$ cat src/rtl/fractal_sync_rr_sched_pkg.sv
// Shared helpers for the fractal_sync round-robin scheduler.
// Provides index-width sizing used by the scheduler and its picker.
package fractal_sync_rr_sched_pkg;

   // Width of an index into n entries, never narrower than one bit.
   function automatic int unsigned idx_w(input int unsigned n);
      return (n > 1) ? $clog2(n) : 1;
   endfunction

endpackage

$ cat src/rtl/fractal_sync_rr_pick.sv
// Circular first-one finder: first set req_i bit at or after start_i.
// Ports: req_i mask, start_i pointer -> gnt_o one-hot, idx_o, found_o.
module fractal_sync_rr_pick
   import fractal_sync_rr_sched_pkg::*;
#(
   parameter int unsigned N = 4,
   localparam int unsigned W = idx_w(N)
) (
   input  logic [N-1:0] req_i,
   input  logic [W-1:0] start_i,
   output logic [N-1:0] gnt_o,
   output logic [W-1:0] idx_o,
   output logic         found_o
);

   logic [W:0] pos;

   always_comb begin
      gnt_o   = '0;
      idx_o   = '0;
      found_o = 1'b0;
      pos     = '0;
      for (int k = 0; k < int'(N); k++) begin
         pos = {1'b0, start_i} + (W+1)'(k);
         if (pos >= (W+1)'(N)) begin
            pos = pos - (W+1)'(N);
         end
         if (!found_o && req_i[pos[W-1:0]]) begin
            found_o             = 1'b1;
            idx_o               = pos[W-1:0];
            gnt_o[pos[W-1:0]]   = 1'b1;
         end
      end
   end

endmodule

$ cat src/rtl/fractal_sync_rr_sched.sv
// Round-robin scheduler: IN_PORTS FIFO sources onto OUT_PORTS registered
// valid/ready channels. Ports: clk_i, rst_ni, empty_i/element_i/pop_o per
// source, valid_o/element_o/ready_i per channel, starve_o per source, busy_o.
module fractal_sync_rr_sched
   import fractal_sync_rr_sched_pkg::*;
#(
   parameter int unsigned  IN_PORTS  = 4,
   parameter int unsigned  OUT_PORTS = 2,
   parameter type          elem_t    = logic,
   parameter int unsigned  STARVE_TH = 15,
   localparam int unsigned CNT_W     = $clog2(STARVE_TH + 1)
) (
   input  logic  clk_i,
   input  logic  rst_ni,
   input  logic  empty_i   [IN_PORTS],
   input  elem_t element_i [IN_PORTS],
   output logic  pop_o     [IN_PORTS],
   output logic  valid_o   [OUT_PORTS],
   output elem_t element_o [OUT_PORTS],
   input  logic  ready_i   [OUT_PORTS],
   output logic  starve_o  [IN_PORTS],
   output logic  busy_o
);

   localparam int unsigned PW = idx_w(IN_PORTS);

   logic [PW-1:0]        ptr_q, ptr_d;
   logic [OUT_PORTS-1:0] valid_q, free, found;
   elem_t                elem_q  [OUT_PORTS];
   logic [IN_PORTS-1:0]  req, pop;
   logic [IN_PORTS-1:0]  avail   [OUT_PORTS+1];
   logic [IN_PORTS-1:0]  gnt     [OUT_PORTS];
   logic [PW-1:0]        idx     [OUT_PORTS];
   logic [CNT_W-1:0]     cnt_q   [IN_PORTS];
   logic [CNT_W-1:0]     cnt_d   [IN_PORTS];
   logic [IN_PORTS-1:0]  starve_q;

   // Reset gates requests so no source is popped while held in reset.
   always_comb begin
      req = '0;
      for (int i = 0; i < int'(IN_PORTS); i++) begin
         req[i] = !empty_i[i] && rst_ni;
      end
   end

   // Slot chain: each free slot picks from what upstream slots left over.
   assign avail[0] = req;

   for (genvar j = 0; j < OUT_PORTS; j++) begin : g_slot
      assign free[j] = !valid_q[j] || ready_i[j];

      fractal_sync_rr_pick #(
         .N (IN_PORTS)
      ) u_pick (
         .req_i   (free[j] ? avail[j] : '0),
         .start_i (ptr_q),
         .gnt_o   (gnt[j]),
         .idx_o   (idx[j]),
         .found_o (found[j])
      );

      assign avail[j+1] = avail[j] & ~gnt[j];
   end

   assign pop = avail[0] & ~avail[OUT_PORTS];

   // Picks are consecutive in circular order, so the highest slot that
   // found a source holds the furthest pick.
   always_comb begin
      ptr_d = ptr_q;
      for (int j = 0; j < int'(OUT_PORTS); j++) begin
         if (found[j]) begin
            ptr_d = (idx[j] == PW'(IN_PORTS - 1)) ? '0 : idx[j] + 1'b1;
         end
      end
   end

   always_comb begin
      for (int i = 0; i < int'(IN_PORTS); i++) begin
         cnt_d[i] = cnt_q[i];
         if (empty_i[i] || pop[i]) begin
            cnt_d[i] = '0;
         end else if (cnt_q[i] != CNT_W'(STARVE_TH)) begin
            cnt_d[i] = cnt_q[i] + 1'b1;
         end
      end
   end

   always_ff @(posedge clk_i or negedge rst_ni) begin
      if (!rst_ni) begin
         ptr_q    <= '0;
         valid_q  <= '0;
         starve_q <= '0;
         for (int j = 0; j < int'(OUT_PORTS); j++) begin
            elem_q[j] <= '0;
         end
         for (int i = 0; i < int'(IN_PORTS); i++) begin
            cnt_q[i] <= '0;
         end
      end else begin
         ptr_q <= ptr_d;
         for (int j = 0; j < int'(OUT_PORTS); j++) begin
            if (free[j]) begin
               valid_q[j] <= found[j];
               if (found[j]) begin
                  elem_q[j] <= element_i[idx[j]];
               end
            end
         end
         for (int i = 0; i < int'(IN_PORTS); i++) begin
            cnt_q[i]    <= cnt_d[i];
            starve_q[i] <= (cnt_d[i] == CNT_W'(STARVE_TH));
         end
      end
   end

   always_comb begin
      for (int i = 0; i < int'(IN_PORTS); i++) begin
         pop_o[i]    = pop[i];
         starve_o[i] = starve_q[i];
      end
      for (int j = 0; j < int'(OUT_PORTS); j++) begin
         valid_o[j]   = valid_q[j];
         element_o[j] = elem_q[j];
      end
   end

   assign busy_o = |valid_q;

endmodule

$ cat config.mk
export PLATFORM = sky130hd
export DESIGN_NAME = fractal_sync_rr_sched
export DESIGN_NICKNAME = d
export VERILOG_FILES = /design/src/rtl/fractal_sync_rr_sched_pkg.sv /design/src/rtl/fractal_sync_rr_pick.sv /design/src/rtl/fractal_sync_rr_sched.sv
export SDC_FILE = /design/constraint.sdc
export NUM_CORES = 1
export LEC_CHECK = 0
export ABC_CLOCK_PERIOD_IN_PS = 4190
export BUFFER_PORTS_ARGS = -buffer_cell sky130_fd_sc_hd__buf_4
export CAP_MARGIN = 20
export CORE_UTILIZATION = 40
export CTS_CLUSTER_DIAMETER = 30
export DETAILED_ROUTE_END_ITERATION = 10
export PLACE_DENSITY = 0.7
export SYNTH_ARGS = -nofsm -noshare
export SYNTH_HDL_FRONTEND = slang
export SYNTH_HIERARCHICAL = 1
export SYNTH_SLANG_ARGS = --single-unit
$ cat constraint.sdc
create_clock -name clk_i -period 4.19 [get_ports clk_i]
set_input_delay 0.6285 -clock clk_i [delete_from_list [all_inputs] [get_ports clk_i]]
set_output_delay 0.6285 -clock clk_i [all_outputs]
set_load 0.05 [all_outputs]
==> report_table.html <==
<table>
<tr><th>Metric</th><th>Value</th></tr>
<tr><th colspan="2">Cells and area</th></tr>
<tr><td>Antenna cells</td><td>0</td></tr>
<tr><td>Fillers</td><td>435</td></tr>
<tr><td>Share of final-layout standard cells stronger than drive strength 1</td><td>about half</td></tr>
<tr><td>Footprint of the multi-input gates</td><td>1750 um^2</td></tr>
<tr><td>Number of nets in the layout</td><td>359</td></tr>
<tr><td>Area growth syn-to-layout</td><td>48.1%</td></tr>
<tr><td>Register area</td><td>654 um^2</td></tr>
<tr><th colspan="2">Floorplanning</th></tr>
<tr><td>Core Region</td><td>~5500 um^2</td></tr>
<tr><td>Initial standard-cell utilization of the core</td><td>41.4%</td></tr>
<tr><td>Die area</td><td>6000 um^2</td></tr>
<tr><td>Die Wd</td><td>77.5 um</td></tr>
<tr><td>Top-level port count</td><td>25</td></tr>
<tr><td>Std-Cell Rows</td><td>27</td></tr>
<tr><td>Die boundary height</td><td>slightly below 80 um</td></tr>
<tr><th colspan="2">Timing</th></tr>
<tr><td>Setup violation total in the final timing report</td><td>5</td></tr>
<tr><td>Number of hold violations in the final report</td><td>0</td></tr>
<tr><td>Final worst-path setup slack</td><td>-0.383 ns</td></tr>
<tr><td>RSZ-0062 raised after global routing</td><td>yes</td></tr>
<tr><td>Slew at the pin with the worst max-slew slack</td><td>0.555 ns</td></tr>
<tr><td>Final Cycle Share</td><td>109%</td></tr>
<tr><td>Post-Route Skew</td><td>0.00625 ns</td></tr>
<tr><td>Top achievable clock speed</td><td>around 220 MHz</td></tr>
<tr><td>Fin. max-slew vios</td><td>0</td></tr>
<tr><td>Sum of negative setup slack</td><td>-1.53 ns</td></tr>
<tr><td>Remaining max-slew budget at the tightest pin</td><td>62.7%</td></tr>
<tr><td>Final critical path time including I/O delays and setup</td><td>4.57 ns</td></tr>
<tr><th colspan="2">Clock tree</th></tr>
<tr><td>Clock-pin slew on the worst setup and hold paths</td><td>roughly 0.10 ns</td></tr>
<tr><td>CTS H-tree depth</td><td>1</td></tr>
<tr><td>Bufs on Longest Clock Path</td><td>2</td></tr>
<tr><td>Later-pin clock latency in the skew report</td><td>0.28 ns</td></tr>
<tr><td>Sink count of the clock tree</td><td>26</td></tr>
<tr><td>TritonCTS clock tree</td><td>yes</td></tr>
<tr><td>CTS Buf Count</td><td>3</td></tr>
<tr><td>Clock root cell</td><td>sky130_fd_sc_hd__clkbuf_8</td></tr>
<tr><th colspan="2">Logic synthesis</th></tr>
<tr><td>Post-synthesis net count</td><td>about 260</td></tr>
<tr><td>Simple-Gate Fraction of Synth Area</td><td>between 20% and 30%</td></tr>
<tr><td>Count of unique library cells instantiated by Yosys</td><td>32</td></tr>
<tr><td>Sequential element share of the synthesized area</td><td>28.6%</td></tr>
<tr><td>Count of warnings emitted by yosys</td><td>6</td></tr>
<tr><td>Share of synthesized area spent on multiplexers</td><td>17.2%</td></tr>
<tr><td>Largest family of logic cells by synthesized area</td><td>simple AND/OR/NAND/NOR gates</td></tr>
<tr><td>FF+latch count, synth</td><td>26</td></tr>
<tr><td>Number of enable-type register cells in the synthesized netlist</td><td>0</td></tr>
<tr><td>Asr flop ratio synth</td><td>100%</td></tr>
<tr><td>Adder-cell area share of the yosys netlist</td><td>8.79%</td></tr>
<tr><td>Xor-xnor portion of the synthesized cell area</td><td>1.92%</td></tr>
<tr><td>Synth Area in Compound Gates</td><td>between 10% and 20%</td></tr>
<tr><td>Most used flip-flop cell after synthesis</td><td>sky130_fd_sc_hd__dfrtp_1</td></tr>
<tr><td>Gate Count Post-Synth</td><td>~240</td></tr>
<tr><td>Total standard cell area after synthesis</td><td>2280 um^2</td></tr>
<tr><td>Post-Synthesis Mean Instance Area</td><td>9.65 um^2</td></tr>
<tr><th colspan="2">Drt</th></tr>
<tr><td>Total met3 wirelength after detailed routing</td><td>151 um</td></tr>
<tr><td>Starting DRT DRC Count</td><td>108</td></tr>
<tr><td>Number of detailed-routing iterations run before antenna repair</td><td>4</td></tr>
<tr><td>Routed wirelength normalized by instance count</td><td>15.5 um</td></tr>
<tr><td>Post-route antenna net violation count</td><td>0</td></tr>
<tr><td>Number of remaining DRC errors</td><td>0</td></tr>
<tr><td>Total met2 wirelength after detailed routing</td><td>approximately 3.2 mm</td></tr>
<tr><td>Highest layer used for signal routing</td><td>met4</td></tr>
<tr><td>Total wirelength of the detailed-routed design</td><td>between 6 and 7 mm</td></tr>
<tr><td>Sum of routed wire segments on met1</td><td>2.77 mm</td></tr>
<tr><td>Routed via count</td><td>2206</td></tr>
<tr><td>Vias per cell</td><td>~5.5</td></tr>
<tr><th colspan="2">Pwr</th></tr>
<tr><td>Total leakage power</td><td>1.55 nW</td></tr>
<tr><td>Overall power consumption</td><td>around 0.0026 W</td></tr>
<tr><td>Maximum ir drop on the vdd rail</td><td>380 uV</td></tr>
<tr><td>Power Dens Cells</td><td>764 nW/um^2</td></tr>
<tr><th colspan="2">Critical path</th></tr>
<tr><td>Reg2reg end</td><td>element_o[0]$_DFFE_PN0P_</td></tr>
<tr><td>Count of cells along the worst register-to-register path</td><td>16</td></tr>
<tr><td>Nature of the critical path startpoint</td><td>primary input</td></tr>
<tr><td>FF-to-FF Start</td><td>valid_q[0]$_DFFE_PN0N_</td></tr>
<tr><td>Worst Setup Path Type</td><td>in2out</td></tr>
<tr><td>CP Data Arrival Time</td><td>between 3 and 4 ns</td></tr>
<tr><td>Critical Path Sink Type</td><td>output port</td></tr>
<tr><td>Max FO, Critical Path</td><td>5</td></tr>
<tr><td>Required arrival time at the worst endpoint</td><td>3.56 ns</td></tr>
<tr><td>Worst reg2reg setup slack</td><td>-0.07 ns</td></tr>
<tr><th colspan="2">Run status</th></tr>
<tr><td>Result of the run</td><td>complete, but fails checks</td></tr>
<tr><td>Violated checks</td><td>setup timing</td></tr>
<tr><th colspan="2">Placed design</th></tr>
<tr><td>Number of buffers added on ports</td><td>24</td></tr>
<tr><td>Global placer's final weighted congestion</td><td>roughly 0.86</td></tr>
<tr><td>Half-perimeter wire length after detailed placement</td><td>about 4.3 mm</td></tr>
<tr><th colspan="2">Global routing</th></tr>
<tr><td>Wire length of the first global-routing pass</td><td>9.89 mm</td></tr>
<tr><td>Initial antenna violation count</td><td>0</td></tr>
<tr><td>Largest net degree at the start of global routing</td><td>16</td></tr>
<tr><td>Total congestion overflow after global routing</td><td>0</td></tr>
<tr><td>Global Route Usage Sum</td><td>20.6%</td></tr>
<tr><td>Vias in the first global route</td><td>approximately 2.1k</td></tr>
<tr><th colspan="2">Job</th></tr>
<tr><td>Reported max-cap violation count</td><td>0</td></tr>
<tr><th colspan="2">Worst hold path</th></tr>
<tr><td>Class of the most critical hold timing path</td><td>in2async</td></tr>
</table>
==> metrics by stage <==
| stage | worst slack [ns] | hold WS, ns | area [um^2] | utilization, % | instances |
|---|---|---|---|---|---|
| final | -0.383 | 0.349 | 3370 | 61.3 | 402 |
| after global routing | -0.543 | 0.348 | 3370 | 61.3 | 402 |
| after CTS | -0.286 | 0.349 | 3180 | 57.8 | 392 |
| after detailed placement | -0.444 | 0.513 | 2900 | 52.7 | 368 |
| after global placement | -0.307 | 0.508 | 2900 | 52.7 | 368 |
| after floorplan | -0.104 | 0.333 | 2370 | - | 236 |
==> area by class of cell <==
type	count	share of cell area, %
Sequential cell	26	19.4
Timing Repair Buffer	96	23.0
Inverter	10	1.11
Clock buffer	3	1.22
Multi-Input combinational cell	194	51.8
Clock inverter	1	0.890
Tap cell	72	2.67
==> timing repair <==
action / CTS / global route
setup buffers: 20 / 12
setup endpoints to repair: 5 / 11
gates cloned: 0 / 0
hold buffers: 0 / 0
pin swaps: 10 / 20
gates resized for setup: 23 / 27
==> cell usage in the layout (no fill, tap or decap), types with 3 or more instances in the layout <==
cell type	Yosys	layout
sky130_fd_sc_hd__nor3_2	0	5
sky130_fd_sc_hd__nor2_2	0	5
sky130_fd_sc_hd__buf_6	4	7
sky130_fd_sc_hd__nand2b_1	12	7
sky130_fd_sc_hd__o21ai_2	0	5
sky130_fd_sc_hd__mux4_2	6	9
sky130_fd_sc_hd__a211oi_1	7	6
sky130_fd_sc_hd__nand2b_4	0	5
sky130_fd_sc_hd__a22oi_1	16	11
sky130_fd_sc_hd__o21ai_1	0	5
sky130_fd_sc_hd__nor3b_1	3	3
sky130_fd_sc_hd__a22oi_2	0	5
sky130_fd_sc_hd__inv_1	10	10
sky130_fd_sc_hd__and3_1	7	7
sky130_fd_sc_hd__dfrtp_1	26	23
sky130_fd_sc_hd__or2_2	3	3
sky130_fd_sc_hd__xnor2_1	5	5
sky130_fd_sc_hd__nor2_1	32	19
sky130_fd_sc_hd__nand3_1	9	9
sky130_fd_sc_hd__nor2b_1	6	5
sky130_fd_sc_hd__nor4b_4	2	3
sky130_fd_sc_hd__buf_4	0	86
sky130_fd_sc_hd__dfrtp_2	0	3
sky130_fd_sc_hd__o21ai_0	20	10
sky130_fd_sc_hd__ha_1	16	15
sky130_fd_sc_hd__mux2i_1	10	10
sky130_fd_sc_hd__clkbuf_8	0	3
sky130_fd_sc_hd__nor3_1	14	9
sky130_fd_sc_hd__nor2_4	0	8
sky130_fd_sc_hd__nand4bb_1	3	3
==> sequential cells by signal (all words and copies together) (netlist names) <==
register,count
cnt_q,16
element_o,2
ptr_q,2
starve_q,4
valid_q,2
==> worst max path at each step <==
| stage | to | slack, ns | cells past startpoint | from |
|---|---|---|---|---|
| after global routing | pop_o[2] | -0.54 | 16 | valid_q[0]$_DFFE_PN0N_ |
| after global placement | element_o[0]$_DFFE_PN0P_ | -0.31 | 16 | ready_i[1] |
| after floorplan | pop_o[2] | -0.10 | 15 | ready_i[1] |
| final | pop_o[2] | -0.38 | 17 | ready_i[1] |
| after detailed placement | pop_o[1] | -0.44 | 15 | ready_i[1] |
| after CTS | pop_o[1] | -0.29 | 17 | ready_i[1] |
==> Yosys cell counts (3+ instances only) <==
cell	instances	area share (%)
sky130_fd_sc_hd__nand2b_1	12	3.3
sky130_fd_sc_hd__inv_1	10	1.6
sky130_fd_sc_hd__a22oi_1	16	5.3
sky130_fd_sc_hd__or2_2	3	0.82
sky130_fd_sc_hd__mux4_1	4	4.6
sky130_fd_sc_hd__xnor2_1	5	1.9
sky130_fd_sc_hd__nor3_1	14	3.1
sky130_fd_sc_hd__ha_1	16	8.8
sky130_fd_sc_hd__nand4bb_1	3	1.5
sky130_fd_sc_hd__dfrtp_1	26	29
sky130_fd_sc_hd__buf_6	4	2.0
sky130_fd_sc_hd__mux2i_1	10	4.4
sky130_fd_sc_hd__and3_1	7	1.9
sky130_fd_sc_hd__o21ai_0	20	4.4
sky130_fd_sc_hd__nand3_1	9	2.0
sky130_fd_sc_hd__nor3b_1	3	0.99
sky130_fd_sc_hd__nor2b_1	6	1.6
sky130_fd_sc_hd__nor2_1	32	5.3
sky130_fd_sc_hd__a211oi_1	7	2.3
sky130_fd_sc_hd__mux4_2	6	5.9
==> worst max-delay path: stages <==
cell                      delay, ns
sky130_fd_sc_hd__buf_6         0.10
sky130_fd_sc_hd__nor2b_4       0.12
sky130_fd_sc_hd__buf_12        0.13
sky130_fd_sc_hd__nor2_4        0.05
sky130_fd_sc_hd__mux4_2        0.52
sky130_fd_sc_hd__nor4b_4       0.47
sky130_fd_sc_hd__a22oi_2       0.11
sky130_fd_sc_hd__o21ai_1       0.19
sky130_fd_sc_hd__nor3_2        0.12
sky130_fd_sc_hd__mux4_2        0.54
sky130_fd_sc_hd__nor4b_4       0.30
sky130_fd_sc_hd__buf_6         0.16
sky130_fd_sc_hd__a22oi_2       0.06
sky130_fd_sc_hd__o21ai_2       0.09
sky130_fd_sc_hd__nor2_2        0.08
sky130_fd_sc_hd__nor2_4        0.11
sky130_fd_sc_hd__buf_6         0.16
==> report_power, final <==
part | leakage, nW | switching, W | total (W) | internal [W]
Clock | 0.0357 | 0.0000901 | 0.000218 | 0.000128
Sequential | 0.337 | 0.0000752 | 0.000400 | 0.000325
Combinational | 1.17 | 0.000975 | 0.00196 | 0.000985
Total | 1.55 | 0.00114 | 0.00258 | 0.00144
==> per-layer routing <==
layer / global-route usage, % / vias up
met3: 1.88 / 10
met1: 26.1 / 1069
met2: 36.6 / 52
li1: - / 1075
met5: 0 / -
met4: 6.79 / 0
==> cells by family (layout without fill, tap and decap cells) <==
family | Yosys count | count (layout)
simple gates | 98 | 98
compound gates | 51 | 51
flops | 26 | 26
mux | 24 | 24
fa+ha+maj | 16 | 16
buf+inv | 16 | 110
xor+xnor | 5 | 5
Note: power is estimated with default switching activity, not from simulation.
